$ cat src/rtl/axi_wr_burst_splitter.sv
// axi_wr_burst_splitter: splits a write command into page/max-burst bounded AW bursts and aggregates B responses.
// Define AXI_ID_ROTATE_EN to step awid by one per sub-burst; otherwise every sub-burst carries cmd_id.
module axi_wr_burst_splitter #(
  parameter int ADDR_W          = 64,
  parameter int DATA_W          = 128,
  parameter int LEN_W           = 8,
  parameter int ID_W            = 4,
  parameter int TOTAL_LEN_W     = 16,
  parameter int PAGE_SIZE_BYTES = 4096,
  parameter int NUM_OUTSTANDING = 2
) (
  input  logic                   clk,
  input  logic                   rst,
  input  logic                   cmd_valid_i,
  output logic                   cmd_ready_o,
  input  logic [ADDR_W-1:0]      cmd_addr_i,
  input  logic [TOTAL_LEN_W-1:0] cmd_len_i,
  input  logic [ID_W-1:0]        cmd_id_i,
  output logic                   awvalid_o,
  input  logic                   awready_i,
  output logic [ADDR_W-1:0]      awaddr_o,
  output logic [LEN_W-1:0]       awlen_o,
  output logic [2:0]             awsize_o,
  output logic [1:0]             awburst_o,
  output logic [ID_W-1:0]        awid_o,
  input  logic                   bvalid_i,
  input  logic                   bready_i,
  input  logic [1:0]             bresp_i,
  output logic                   done_valid_o,
  input  logic                   done_ready_i,
  output logic [1:0]             done_resp_o
);
  localparam int BYTES = DATA_W / 8;
  localparam int SZ    = $clog2(BYTES);
  localparam int PB    = $clog2(PAGE_SIZE_BYTES);
  localparam int RW    = TOTAL_LEN_W + 1;
  localparam int CW    = $clog2(NUM_OUTSTANDING + 1);
  localparam int MAXB  = 1 << LEN_W;
  typedef enum logic [2:0] {IDLE, CALC, ISSUE, DRAIN, RESP} state_t;
  state_t            st_q;
  logic [ADDR_W-1:0] addr_q;
  logic [RW-1:0]     rem_q;
  logic [ID_W-1:0]   awid_q;
  logic [LEN_W:0]    beats_q, beats_d;
  logic [LEN_W-1:0]  awlen_q;
  logic [CW-1:0]     cnt_q, cnt_d;
  logic [1:0]        acc_q, acc_d;
  logic              cmd_ready_q, awvalid_q, done_valid_q;
  logic [31:0]       pg_d, cap_d;
  logic              aw_hs, b_hs;
  always_comb begin
    aw_hs   = awvalid_q & awready_i;
    b_hs    = bvalid_i & bready_i;
    pg_d    = (32'(PAGE_SIZE_BYTES) - 32'(addr_q[PB-1:0])) >> SZ;
    cap_d   = (32'(rem_q) < 32'(MAXB)) ? 32'(rem_q) : 32'(MAXB);
    beats_d = (LEN_W+1)'((pg_d < cap_d) ? pg_d : cap_d);
    cnt_d   = cnt_q + CW'(aw_hs) - CW'(b_hs && cnt_q != '0);
    // EXOKAY ranks as OKAY, so it never raises the accumulator
    acc_d   = (b_hs && bresp_i != 2'b01 && bresp_i > acc_q) ? bresp_i : acc_q;
  end
  always_ff @(posedge clk or posedge rst) begin
    if (rst) begin
      st_q         <= IDLE;
      addr_q       <= '0;
      rem_q        <= '0;
      awid_q       <= '0;
      beats_q      <= '0;
      awlen_q      <= '0;
      cnt_q        <= '0;
      acc_q        <= '0;
      cmd_ready_q  <= 1'b0;
      awvalid_q    <= 1'b0;
      done_valid_q <= 1'b0;
    end else begin
      cnt_q <= cnt_d;
      acc_q <= acc_d;
      case (st_q)
        IDLE: begin
          if (cmd_ready_q && cmd_valid_i) begin
            cmd_ready_q <= 1'b0;
            addr_q      <= cmd_addr_i & ~ADDR_W'(BYTES - 1);
            rem_q       <= RW'(cmd_len_i) + 1'b1;
            awid_q      <= cmd_id_i;
            acc_q       <= '0;
            st_q        <= CALC;
          end else begin
            cmd_ready_q <= 1'b1;
          end
        end
        CALC: begin
          beats_q <= beats_d;
          awlen_q <= LEN_W'(beats_d - 1'b1);
          if (cnt_q < CW'(NUM_OUTSTANDING)) begin
            awvalid_q <= 1'b1;
            st_q      <= ISSUE;
          end
        end
        ISSUE: begin
          if (awready_i) begin
            awvalid_q <= 1'b0;
            addr_q    <= addr_q + (ADDR_W'(beats_q) << SZ);
            rem_q     <= rem_q - RW'(beats_q);
`ifdef AXI_ID_ROTATE_EN
            awid_q    <= awid_q + 1'b1;
`endif
            st_q      <= (rem_q == RW'(beats_q)) ? DRAIN : CALC;
          end
        end
        DRAIN: begin
          if (cnt_q == '0) begin
            done_valid_q <= 1'b1;
            st_q         <= RESP;
          end
        end
        RESP: begin
          if (done_ready_i) begin
            done_valid_q <= 1'b0;
            cmd_ready_q  <= 1'b1;
            st_q         <= IDLE;
          end
        end
        default: st_q <= IDLE;
      endcase
    end
  end
  assign cmd_ready_o  = cmd_ready_q;
  assign awvalid_o    = awvalid_q;
  assign awaddr_o     = addr_q;
  assign awlen_o      = awlen_q;
  assign awsize_o     = 3'(SZ);
  assign awburst_o    = 2'b01;
  assign awid_o       = awid_q;
  assign done_valid_o = done_valid_q;
  assign done_resp_o  = acc_q;
endmodule

$ cat config.mk
export PLATFORM = sky130hd
export DESIGN_NAME = axi_wr_burst_splitter
export DESIGN_NICKNAME = d
export VERILOG_FILES = /design/src/rtl/axi_wr_burst_splitter.sv
export SDC_FILE = /design/constraint.sdc
export NUM_CORES = 1
export LEC_CHECK = 0
export ABC_AREA = 1
export CORE_ASPECT_RATIO = 1.75
export CORE_MARGIN = 2
export CORE_UTILIZATION = 47
export CTS_BUF_LIST = sky130_fd_sc_hd__clkbuf_8
export DETAILED_ROUTE_END_ITERATION = 10
export PLACE_DENSITY_LB_ADDON = 0.3
export SKIP_CTS_REPAIR_TIMING = 1
export SLEW_MARGIN = 40
export SYNTH_ARGS = -nofsm -noshare
export SYNTH_HDL_FRONTEND = slang
export SYNTH_SLANG_ARGS = --single-unit
$ cat constraint.sdc
create_clock -name clk -period 4.74 [get_ports clk]
set_input_delay 0.948 -clock clk [delete_from_list [all_inputs] [get_ports clk]]
set_output_delay 0.948 -clock clk [all_outputs]
set_load 0.01 [all_outputs]
Yosys cells after proc, flatten, opt, wreduce, memory -nomap -nowiden. Cells that the tools add are included.

$add $sub $neg: 7. Order comparisons: 4. Equality and inequality tests: 11. Multiplexer cells: 27. Bitwise logic cells: 2. Reduce and logical (&&, ||, !) cells: 17.

Operators with widths (number): $mux 64 (2); $pmux 64 s2 (1); $add 64x13->64 (1); $mux 17 (3); $pmux 17 s2 (1); $lt 28x17->1 (1); $add 16x1->17 const B (1); $eq 17x9->1 (1); $lt 17x9->1 const B (1); $sub 17x9->17 (1); $mux 3 (5); $pmux 3 s5 (1); $sub 13x12->14 const A (1); $ne 2x2->1 const B (5); $reduce_bool 2->1 (5); $mux 9 (1); $reduce_and 3->1 (3); $mux 2 (4); $sub 8x1->8 const B (1); $eq 3x2->1 const B (2); $mux 1 (6); $pmux 1 s2 (3); $reduce_and 5->1 (1); $logic_and 1x1->1 (4); 11 further kinds (13).

Register bits after elaboration: 112. Input bits: 93. Output and inout port bits: 86.

Depth between registers and ports, before layout. Gate-level depths: netlist (run 1).

Depth in word-level cells: 6. Gate-level depth with buffers: 22.

Worst setup path after synthesis (run 1). No wires, ideal clock.

Path type: reg2reg. Start point: register addr_q[5], in the netlist awaddr_o[5]. End point: register awlen_q[4], in the netlist awlen_o[4]. Data arrival time: 2834 ps. Data required time: 4620 ps. Slack: 1785 ps. Cell stages (with the launch flop): 21. Buffers on the path: 0. Period minus slack after synthesis: 2955 ps. Cells stage by stage: dfrtp_1 > inv_1 > ha_1 > nand2_1 > nor2_1 > inv_1 > nor3_1 > xor2_1 > ha_1 > nand2_1 > o21ai_0 > a21oi_4 > nand2_4 > nand2_1 > nand2_1 > ha_1 > nand2_1 > nor2_1 > nor2_1 > o21ai_1 > nand2_1.

Cells in the longest elaborated chain, start to end: 4.

Ends and longest elaborated chain: from (decl) (RTL line 41) `logic [ADDR_W-1:0] addr_q;`; from (signal assigned) (RTL line 81) `addr_q <= cmd_addr_i & ~ADDR_W'(BYTES - 1);`; from (signal assigned) (RTL line 101) `addr_q <= addr_q + (ADDR_W'(beats_q) << SZ);`; $sub 13x12->14 * (RTL line 54) `pg_d = (32'(PAGE_SIZE_BYTES) - 32'(addr_q[PB-1:0])) >> SZ;`; $lt 28x17->1 (RTL line 56) `beats_d = (LEN_W+1)'((pg_d < cap_d) ? pg_d : cap_d);`; $mux 9 * (RTL line 56); $sub 8x1->8 * (RTL line 92) `awlen_q <= LEN_W'(beats_d - 1'b1);`; to (signal assigned) (RTL line 92); to (decl) (RTL line 45) `logic [LEN_W-1:0] awlen_q;`.

Mark *: on every way between the ends. The rest lies on a longest branch, timed or not. A chain may end at the register's enable or synchronous reset.

Worst setup path in the final report (run 1).
Start point: register addr_q[4], in the netlist awaddr_o[4]. End point: register awlen_q[4], in the netlist awlen_o[4].

The elaborated chain is that of the path after synthesis.

==> impl_metrics.csv, run 1 <==
group,metric,value,unit
run_status,status,"finished, final reports clean",
floorplanning,die_x,105.6,microns
synthesis,yosys.area.top_type,"dfrtp_1",
synthesis,synth-seq-area-share,31.86,%
critical_path,critPathMaxStageDelay,0.45,ns
pwr,cell_internal_pwr,3.558,mW
critical_path,cp.arrival,3.72,ns
pwr,leakagePower,4.584,nW
timing,maxSlewViolCount,0,
synthesis,netlist_instances,1256,
pwr,power.switching,3.843,mW
critical_path,path_cells,"inv_1, ha_1, nand2_1, nor2_1, inv_1, nor3_1, xor2_1, ha_1, nand2_1, o21ai_0, a21oi_4, nand2_4, nand2_1, nand2_1, ha_1, nand2_1, nor2_1, nor2_1, o21ai_1, nand2_1",
critical_path,critical_path_required,5.03,ns
grt,grt_max_degree,110,
pwr,seqPwrFrac,27.3,%
synthesis,synth_top_family_by_area,"simple AND/OR/NAND/NOR gates",
critical_path,critPathKind,"reg -> reg",
synthesis,muxShareOfSynthArea,0,%
critical_path,crit_fanout,15,
detailed_routing,wl_per_cell,16.38,microns
critical_path,cpMaxStageDelayCell,"dfrtp_1",
synthesis,synthDistinctLibCells,52,
clock_tree,numCtsBuffers,9,
final_layout,diodes,0,
final_layout,final_common_cell,"nand2_1",
final_layout,design_area,10510,sq um
pwr,irDropWorstVdd,0.2983,mV
critical_path,r2r_slack,1.31,ns
clock_tree,clock_sinks,108,
final_layout,synthToLayoutAreaGrowth,23.88,%
pwr,combPwrFrac,64.3,%
floorplanning,dieArea,19180,sq um
grt,grt-ovfl-total,0,
synthesis,yosysWarnings,0,
synthesis,synth-xor-area-share,3.407,%
grt,grt_antenna_before_repair,0,
detailed_routing,vias_per_cell,5.344,
detailed_routing,via_count,8759,
synthesis,synth-seq-cells,108,
timing,relSlewSlack,42.77,%
critical_path,crit_buf_inv,2,
placed_design,place_area,10300,sq um
pwr,p_sw_share,51.92,%
grt,grt_pass1_wl,43320,microns
placed_design,dp.cells,1623,
pwr,p_clk_share,8.4,%
clock_tree,cts_tree,"built",
placed_design,portBuffers,165,
floorplanning,num_io_pins,179,
critical_path,start_kind,"flop",
timing,final_hold_viol_count,0,
synthesis,synth-compound-area-share,17.30,%
synthesis,synthSimpleGateAreaFrac,32.18,%
synthesis,synthAdderAreaFrac,5.487,%
detailed_routing,ant_nets,0,
timing,clock.fmax,0.2917,GHz
clock_tree,clock_path_buffers,2,
grt,grt_usage,28.45,%
clock_tree,ctsHtreeMaxLevel,3,
final_layout,fin_nets,1529,
synthesis,synth_top_area_share,31.86,%
timing,post-route-period-util,72.31,%
placed_design,dpl.hpwl,20730,microns
pwr,p_per_area,704.3,nW/um^2
synthesis,synth_area_leaders,"dfrtp_1 32%, nand2_1 13%, nor2_1 6.4%",
clock_tree,insertion_delay,0.41,ns
final_layout,drive_above_1_share,6.335,%
detailed_routing,dr.pass1.iters,5,
critical_path,critPathTopFamily,"simple AND/OR/NAND/NOR gates",
grt,first_global_vias,8678,
critical_path,worstSetupEndpointType,"flop",
clock_tree,clk_pin_slew,0.11,ns
timing,tightest_slew,0.8506,ns
detailed_routing,drc,0,
final_layout,final_cell_mix,"289 x nand2_1, 165 x clkdlybuf4s50_1, 145 x nor2_1, 140 x inv_1, 108 x dfrtp_1",
synthesis,synth_area_per_cell,6.754,sq um
synthesis,synth_area,8483,sq um
job,max_cap_viol_count,0,
final_layout,final_core_util,58.73,%
critical_path,critPathMostFrequentCell,"nand2_1",
timing,fin_worst_skew,0.02587,ns
detailed_routing,drt-initial-drc-count,466,
timing,fin_setup_tns,0,ns
floorplanning,coreArea,17890,sq um
floorplanning,start_util,47.41,%
floorplanning,fp-row-count,65,
timing,setup_viol,0,
timing,fin_crit,3.428,ns
placed_design,gp_congestion,0.9406,
clock_tree,ctsRootBufferMaster,"clkbuf_8",
min_path,min_path_type,"reg -> reg",
final_layout,stdcell_count,1639,
floorplanning,die_h,181.7,microns
timing,rsz0062_at_grt,"false",
detailed_routing,finalWirelength,26850,microns
==> Yosys cell counts, drive strengths merged <==
library cell  count
a211oi            1
a21o              2
a21oi            75
a221oi            1
a22oi             3
a31oi             8
and2              1
and3              2
buf              26
clkbuf           19
clkinv            2
conb              2
dfrtp           108
fa                2
ha               34
inv             154
nand2           304
nand3            73
nand3b            6
nand4            17
nor2            162
nor3             25
nor4             11
o211ai           17
o21a              2
o21ai           133
o21bai            2
o221ai            4
o22ai            16
or2              10
or4               1
xnor2             4
xor2             29
==> metrics by stage <==
stage | power (mW) | worst slack [ns] | hold slack [ns]
floorplan | 5.057 | 0.9464 | 0.4774
global placement | 6.682 | 1.441 | 0.4519
detailed placement | 6.773 | 1.350 | 0.4582
CTS | 7.413 | 1.302 | 0.4831
global route | 8.106 | 1.045 | 0.5055
finish | 7.401 | 1.312 | 0.4813
==> cell type report <==
type | instances | area, sq um
Clock buffer | 9 | 123.9
Clock inverter | 7 | 80.08
Fill cell | 1759 | 7383
Inverter | 156 | 593.1
Multi-Input combinational cell | 954 | 4991
Sequential cell | 108 | 2703
Tap cell | 234 | 292.8
Timing Repair Buffer | 171 | 1725
==> state kept, by name, indices dropped and copies added, names as in the netlist, 2 cells and up <==
name	cells
awid_o	4
awaddr_o	60
st_q	3
rem_q	17
cnt_q	2
beats_q	9
awlen_o	8
done_resp_o	2
==> routing by layer <==
layer	wire (microns)	track usage, %
met4	1480	15.37
met2	14370	52.83
met5	0	0
met1	9651	31.02
met3	1353	3.266
==> worst register-to-register path, cell delays in order, from the launching register on <==
cell     delay [ns]
dfrtp_1        0.45
inv_1          0.17
ha_1           0.18
nand2_1        0.05
nor2_1         0.14
inv_1          0.06
nor3_1         0.23
xor2_1         0.16
ha_1           0.31
nand2_1        0.07
o21ai_0        0.30
a21oi_4        0.13
nand2_4        0.20
nand2_1        0.09
nand2_1        0.14
ha_1           0.18
nand2_1        0.10
nor2_1         0.15
nor2_1         0.06
o21ai_1        0.11
nand2_1        0.05
==> cells by family after synthesis <==
| family | Yosys count |
|---|---|
| DFF | 108 |
| other | 2 |
| xor gates and xnor gates | 33 |
| and+or+nand+nor | 612 |
| buffers and inverters | 201 |
| AOI/OAI and AO/OA | 264 |
| adders and majority gates | 36 |
==> worst paths after layout <==
check / startpoint / cells after the start / endpoint
max: awaddr_o[4]$_DFFE_PP0P_ / 20 / awlen_o[4]$_DFFE_PP0N_
min: awid_o[0]$_DFFE_PP0P_ / 2 / awid_o[0]$_DFFE_PP0P_
max reg2reg: awaddr_o[4]$_DFFE_PP0P_ / 20 / awlen_o[4]$_DFFE_PP0N_
min reg2reg: awid_o[0]$_DFFE_PP0P_ / 2 / awid_o[0]$_DFFE_PP0P_
max in group asynchronous: rst / 3 / rem_q[16]$_DFFE_PP0P_
min in group asynchronous: rst / 2 / awlen_o[1]$_DFFE_PP0N_
==> power by group through the flow <==
stage	logic [mW]	clock network, mW	registers [mW]
after floorplan	3.07	0	1.98
after global placement	4.66	0	2.02
after detailed placement	4.75	0	2.02
after CTS	4.77	0.629	2.01
after global routing	5.36	0.665	2.08
final	4.76	0.622	2.02
No activity file was read; power rests on OpenSTA's default activity.
==> run 2, diff against run 1 <==
==> constraint.sdc (replaced) <==
create_clock -name clk -period 3.49 [get_ports clk]
set_input_delay 0.698 -clock clk [delete_from_list [all_inputs] [get_ports clk]]
set_output_delay 0.698 -clock clk [all_outputs]
set_load 0.01 [all_outputs]
==> impl_metrics.csv, run 2 (synthesis results as in run 1) <==
group,metric,value,unit
pwr,irDropWorstVdd,0.4518,mV
final_layout,final_cell_mix,"289 x nand2_1, 165 x clkdlybuf4s50_1, 143 x nor2_1, 139 x inv_1, 108 x dfrtp_1",
clock_tree,ctsHtreeMaxLevel,3,
clock_tree,ctsRootBufferMaster,"clkbuf_8",
grt,grt_antenna_before_repair,0,
detailed_routing,drt-initial-drc-count,467,
detailed_routing,drc,0,
critical_path,critPathLaunch,"awaddr_o[4]$_DFFE_PP0P_",
job,max_cap_viol_count,0,
floorplanning,dieArea,19180,sq um
critical_path,cp.arrival,3.55,ns
floorplanning,num_io_pins,179,
detailed_routing,vias_per_cell,5.461,
detailed_routing,finalWirelength,27110,microns
final_layout,design_area,10590,sq um
min_path,hp-start,"awid_o[1]$_DFFE_PP0P_",
pwr,leakagePower,4.628,nW
clock_tree,clock_path_buffers,2,
placed_design,pre_cts_ws,0.09775,ns
detailed_routing,ant_nets,0,
critical_path,critical_path_required,3.83,ns
grt,grt_usage,28.23,%
grt,grt-ovfl-total,0,
floorplanning,fp-row-count,65,
final_layout,fillCellCount,1755,
final_layout,drive_above_1_share,7.420,%
timing,final_hold_viol_count,0,
final_layout,final_common_cell,"nand2_1",
timing,tightest_slew,0.7290,ns
timing,relSlewSlack,51.40,%
critical_path,timing.rr.start,"awaddr_o[4]$_DFFE_PP0P_",
final_layout,seq_area,2703,sq um
placed_design,place_area,10350,sq um
timing,maxSlewViolCount,0,
timing,clock.fmax,0.3111,GHz
floorplanning,coreArea,17890,sq um
placed_design,portBuffers,165,
run_status,status,"finished, final reports clean",
detailed_routing,wl_per_cell,16.44,microns
detailed_routing,via_count,9005,
critical_path,r2r_slack,0.28,ns
min_path,min_path_type,"reg -> reg",
clock_tree,clk_pin_slew,0.11,ns
critical_path,start_kind,"flop",
floorplanning,die_x,105.6,microns
critical_path,worstSetupEndpointType,"flop",
clock_tree,insertion_delay,0.39,ns
timing,setup_viol,0,
timing,post-route-period-util,92.09,%
final_layout,synthToLayoutAreaGrowth,24.85,%
final_layout,largest_register_ff_count,60,
critical_path,reg2reg_depth,18,
critical_path,crit_fanout,15,
final_layout,diodes,0,
floorplanning,start_util,47.41,%
pwr,p_total,10.18,mW
timing,timing.final.ws_setup,0.2760,ns
grt,grt_pass1_wl,43150,microns
critical_path,critPathKind,"reg -> reg",
final_layout,fin_nets,1539,
clock_tree,numCtsBuffers,9,
detailed_routing,dr.pass1.iters,6,
critical_path,critPathCapture,"awlen_o[2]$_DFFE_PP0N_",
grt,grt_max_degree,75,
clock_tree,cts_tree,"built",
final_layout,multiInputGateArea,5012,sq um
pwr,p_per_area,961.6,nW/um^2
critical_path,r2r-end,"awlen_o[2]$_DFFE_PP0N_",
floorplanning,die_h,181.7,microns
timing,fin_crit,3.214,ns
placed_design,gp_congestion,0.9453,
grt,first_global_vias,8834,
timing,fin_worst_skew,0.01669,ns
clock_tree,clock_sinks,108,
placed_design,dpl.hpwl,21200,microns
[run 2: report_power, final]
| part | switching [mW] | total, mW | internal (mW) |
|---|---|---|---|
| Clock | 0.474 | 0.849 | 0.375 |
| Combinational | 3.97 | 6.59 | 2.63 |
| Sequential | 0.830 | 2.74 | 1.91 |
| Total | 5.27 | 10.2 | 4.91 |
[run 2: worst min-delay path by stage]
stage	slack, ns	to	cells after the start
after floorplan	0.48	rem_q[6]$_DFFE_PP0P_	2
after global placement	0.45	awid_o[2]$_DFFE_PP0P_	2
after detailed placement	0.46	awid_o[3]$_DFFE_PP0P_	2
after CTS	0.48	awid_o[3]$_DFFE_PP0P_	2
after global routing	0.51	awid_o[3]$_DFFE_PP0P_	2
final	0.48	awid_o[1]$_DFFE_PP0P_	2
[run 2: area by class of cell]
cell class,instances,area share (%)
multi-input cells,954,47.32
well taps,234,2.764
inverters,156,5.564
clock inverters,5,0.5552
clock buffers,11,1.429
repair buffers,181,16.85
flip-flops and latches,108,25.52
[run 2: critical path, cell delays in order (launching register included)]
cell     delay [ns]
dfrtp_1        0.48
inv_2          0.14
ha_1           0.17
nand2_1        0.05
nor2_1         0.14
inv_1          0.07
nor3_2         0.16
xor2_1         0.22
ha_1           0.26
nand2_1        0.09
o21ai_1        0.11
a21oi_4        0.23
nand2_4        0.17
nand2_1        0.09
nand2_1        0.10
ha_1           0.23
or2_0          0.22
nand3_1        0.10
o21a_1         0.13
[run 2: through the flow]
stage	std cells	hold WS, ns	TNS, ns	util, %
finish	1649	0.4838	0	59.20
global route	1649	0.5053	-0.02464	59.20
CTS	1648	0.4842	0	59.04
detailed placement	1632	0.4596	0	57.86
global placement	1632	0.4534	0	57.86
floorplan	1263	0.4774	0	-
[run 2: layer usage]
| layer | track usage [%] | vias up | wire (microns) |
|---|---|---|---|
| met5 | 0 | - | 0 |
| met4 | 15.63 | 0 | 1440 |
| met3 | 3.230 | 79 | 1317 |
| met2 | 52.80 | 321 | 14350 |
| met1 | 30.30 | 4175 | 10000 |
| li1 | - | 4430 | - |
==> run 3, diff against run 2 <==
--- a/config.mk
+++ b/config.mk
@@ -11,6 +11,7 @@
 export CORE_UTILIZATION = 47
 export CTS_BUF_LIST = sky130_fd_sc_hd__clkbuf_8
 export DETAILED_ROUTE_END_ITERATION = 10
+export DONT_BUFFER_PORTS = 1
 export PLACE_DENSITY_LB_ADDON = 0.3
 export SKIP_CTS_REPAIR_TIMING = 1
 export SLEW_MARGIN = 40
==> constraint.sdc (replaced) <==
create_clock -name clk -period 3.49 [get_ports clk]
set_input_delay 0.8725 -clock clk [delete_from_list [all_inputs] [get_ports clk]]
set_output_delay 0.8725 -clock clk [all_outputs]
set_load 0.01 [all_outputs]
==> impl_metrics.csv, run 3 (synthesis results as in run 1) <==
group,metric,value,unit
clock_tree,numCtsBuffers,9,
grt,use_met1,28.76,%
critical_path,cp.arrival,3.45,ns
timing,clock.fmax,0.3165,GHz
final_layout,diodes,0,
floorplanning,fp-row-count,65,
critical_path,r2r_slack,0.33,ns
timing,rsz0062_at_grt,"false",
detailed_routing,dr.pass1.iters,6,
grt,use_met2,51.90,%
grt,first_global_vias,8201,
detailed_routing,finalWirelength,26160,microns
floorplanning,die_h,181.7,microns
detailed_routing,ant_nets,0,
critical_path,crit_fanout,9,
clock_tree,insertion_delay,0.41,ns
final_layout,seq_area,2703,sq um
detailed_routing,drc,0,
floorplanning,num_io_pins,179,
detailed_routing,drt-initial-drc-count,355,
pwr,irDropWorstVdd,0.6368,mV
pwr,p_per_area,1018,nW/um^2
grt,grt_usage,27.68,%
timing,fin_worst_skew,0.01867,ns
grt,met3_usage,4.666,%
timing,setup_viol,0,
placed_design,gp_congestion,0.9455,
clock_tree,clock_sinks,108,
final_layout,final_cell_mix,"289 x nand2_1, 145 x nor2_1, 140 x inv_1, 108 x dfrtp_1, 77 x o21ai_0",
grt,grt-ovfl-total,0,
final_layout,largest_register_ff_count,60,
critical_path,critical_path_required,3.78,ns
timing,relSlewSlack,58.09,%
critical_path,start_kind,"flop",
pwr,leakagePower,3.997,nW
detailed_routing,wl_per_cell,17.60,microns
detailed_routing,via_count,8342,
grt,grt_max_degree,64,
clock_tree,clock_path_buffers,2,
final_layout,synthToLayoutAreaGrowth,5.295,%
grt,grt_pass1_wl,41930,microns
min_path,min_path_type,"in -> async",
timing,hold_slack,0.3273,ns
critical_path,critPathCapture,"awlen_o[4]$_DFFE_PP0N_",
placed_design,portBuffers,0,
run_status,status,"finished, final reports clean",
critical_path,worstSetupEndpointType,"flop",
timing,post-route-period-util,90.52,%
job,max_cap_viol_count,0,
critical_path,r2r-end,"awlen_o[4]$_DFFE_PP0N_",
critical_path,reg2reg_depth,17,
detailed_routing,vias_per_cell,5.614,
clock_tree,ctsHtreeMaxLevel,3,
final_layout,fin_nets,1376,
final_layout,drive_above_1_share,8.227,%
timing,final_hold_viol_count,0,
timing,fin_crit,3.159,ns
timing,fin_setup_tns,0,ns
timing,tightest_slew,0.6286,ns
floorplanning,start_util,47.41,%
final_layout,final_core_util,49.92,%
floorplanning,die_x,105.6,microns
timing,maxSlewViolCount,0,
clock_tree,ctsRootBufferMaster,"clkbuf_8",
placed_design,dpl.hpwl,20580,microns
final_layout,multiInputGateArea,5002,sq um
critical_path,critPathLaunch,"awaddr_o[4]$_DFFE_PP0P_",
grt,grt_antenna_before_repair,0,
critical_path,timing.rr.start,"awaddr_o[4]$_DFFE_PP0P_",
timing,timing.final.ws_setup,0.3307,ns
clock_tree,cts_tree,"built",
placed_design,pre_cts_ws,0.1409,ns
final_layout,fillCellCount,1873,
clock_tree,clk_pin_slew,0.11,ns
floorplanning,coreArea,17890,sq um
grt,grt-busiest-layer,"met2",
floorplanning,dieArea,19180,sq um
final_layout,final_common_cell,"nand2_1",
critical_path,critPathKind,"reg -> reg",
[run 3: layout make-up]
type / instances / share of cell area (%)
clock buffer: 9 / 1.387
clock inverter: 7 / 0.5463
sequential: 108 / 30.26
multi-input combinational: 954 / 56.00
tap: 234 / 3.278
timing repair buffer: 18 / 1.933
inverter: 156 / 6.598
[run 3: how the worst min path moves through the flow]
stage                          startpoint                       to  slack [ns]  depth (start not counted)
floorplan            rem_q[6]$_DFFE_PP0P_     rem_q[6]$_DFFE_PP0P_        0.48                          2
global placement    rem_q[15]$_DFFE_PP0P_    rem_q[15]$_DFFE_PP0P_        0.50                          2
detailed placement  rem_q[15]$_DFFE_PP0P_    rem_q[15]$_DFFE_PP0P_        0.52                          2
CTS                                   rst  awaddr_o[9]$_DFFE_PP0P_        0.33                          1
global route                          rst  awaddr_o[9]$_DFFE_PP0P_        0.34                          1
finish                                rst  awaddr_o[9]$_DFFE_PP0P_        0.33                          1
[run 3: layer usage]
metal | share of wire (%) | vias to the layer above
met3 | 5.9 | 80
met4 | 5.6 | 0
met1 | 36 | 3835
met5 | 0 | -
met2 | 53 | 309
li1 | - | 4118
[run 3: per-stage QoR]
step	cells	cell area [sq um]	power, mW
floorplan	1263	8513	6.868
global placement	1469	8728	8.198
CTS	1486	8921	9.108
global route	1486	8932	10.02
finish	1486	8932	9.093
detailed placement	1470	8748	8.332
[run 3: critical path: stages, from the launching register on]
cell and delay, ns:
dfrtp_1 0.48, nor3_1 0.34, inv_1 0.09, nor3_2 0.16
nand3_1 0.11, xor2_1 0.17, ha_1 0.33, a21oi_1 0.14
o21ai_1 0.11, a21oi_4 0.23, nand2_4 0.13, nand2_1 0.08
nand2_1 0.10, ha_1 0.23, nand2_1 0.12, nor2_2 0.06
o21ai_1 0.13, nand2_1 0.05
[run 3: where the power goes]
group          internal, mW  switching (mW)
Combinational          1.82            3.52
Sequential             1.91            1.09
Clock                 0.265           0.486
Total                  4.00            5.09
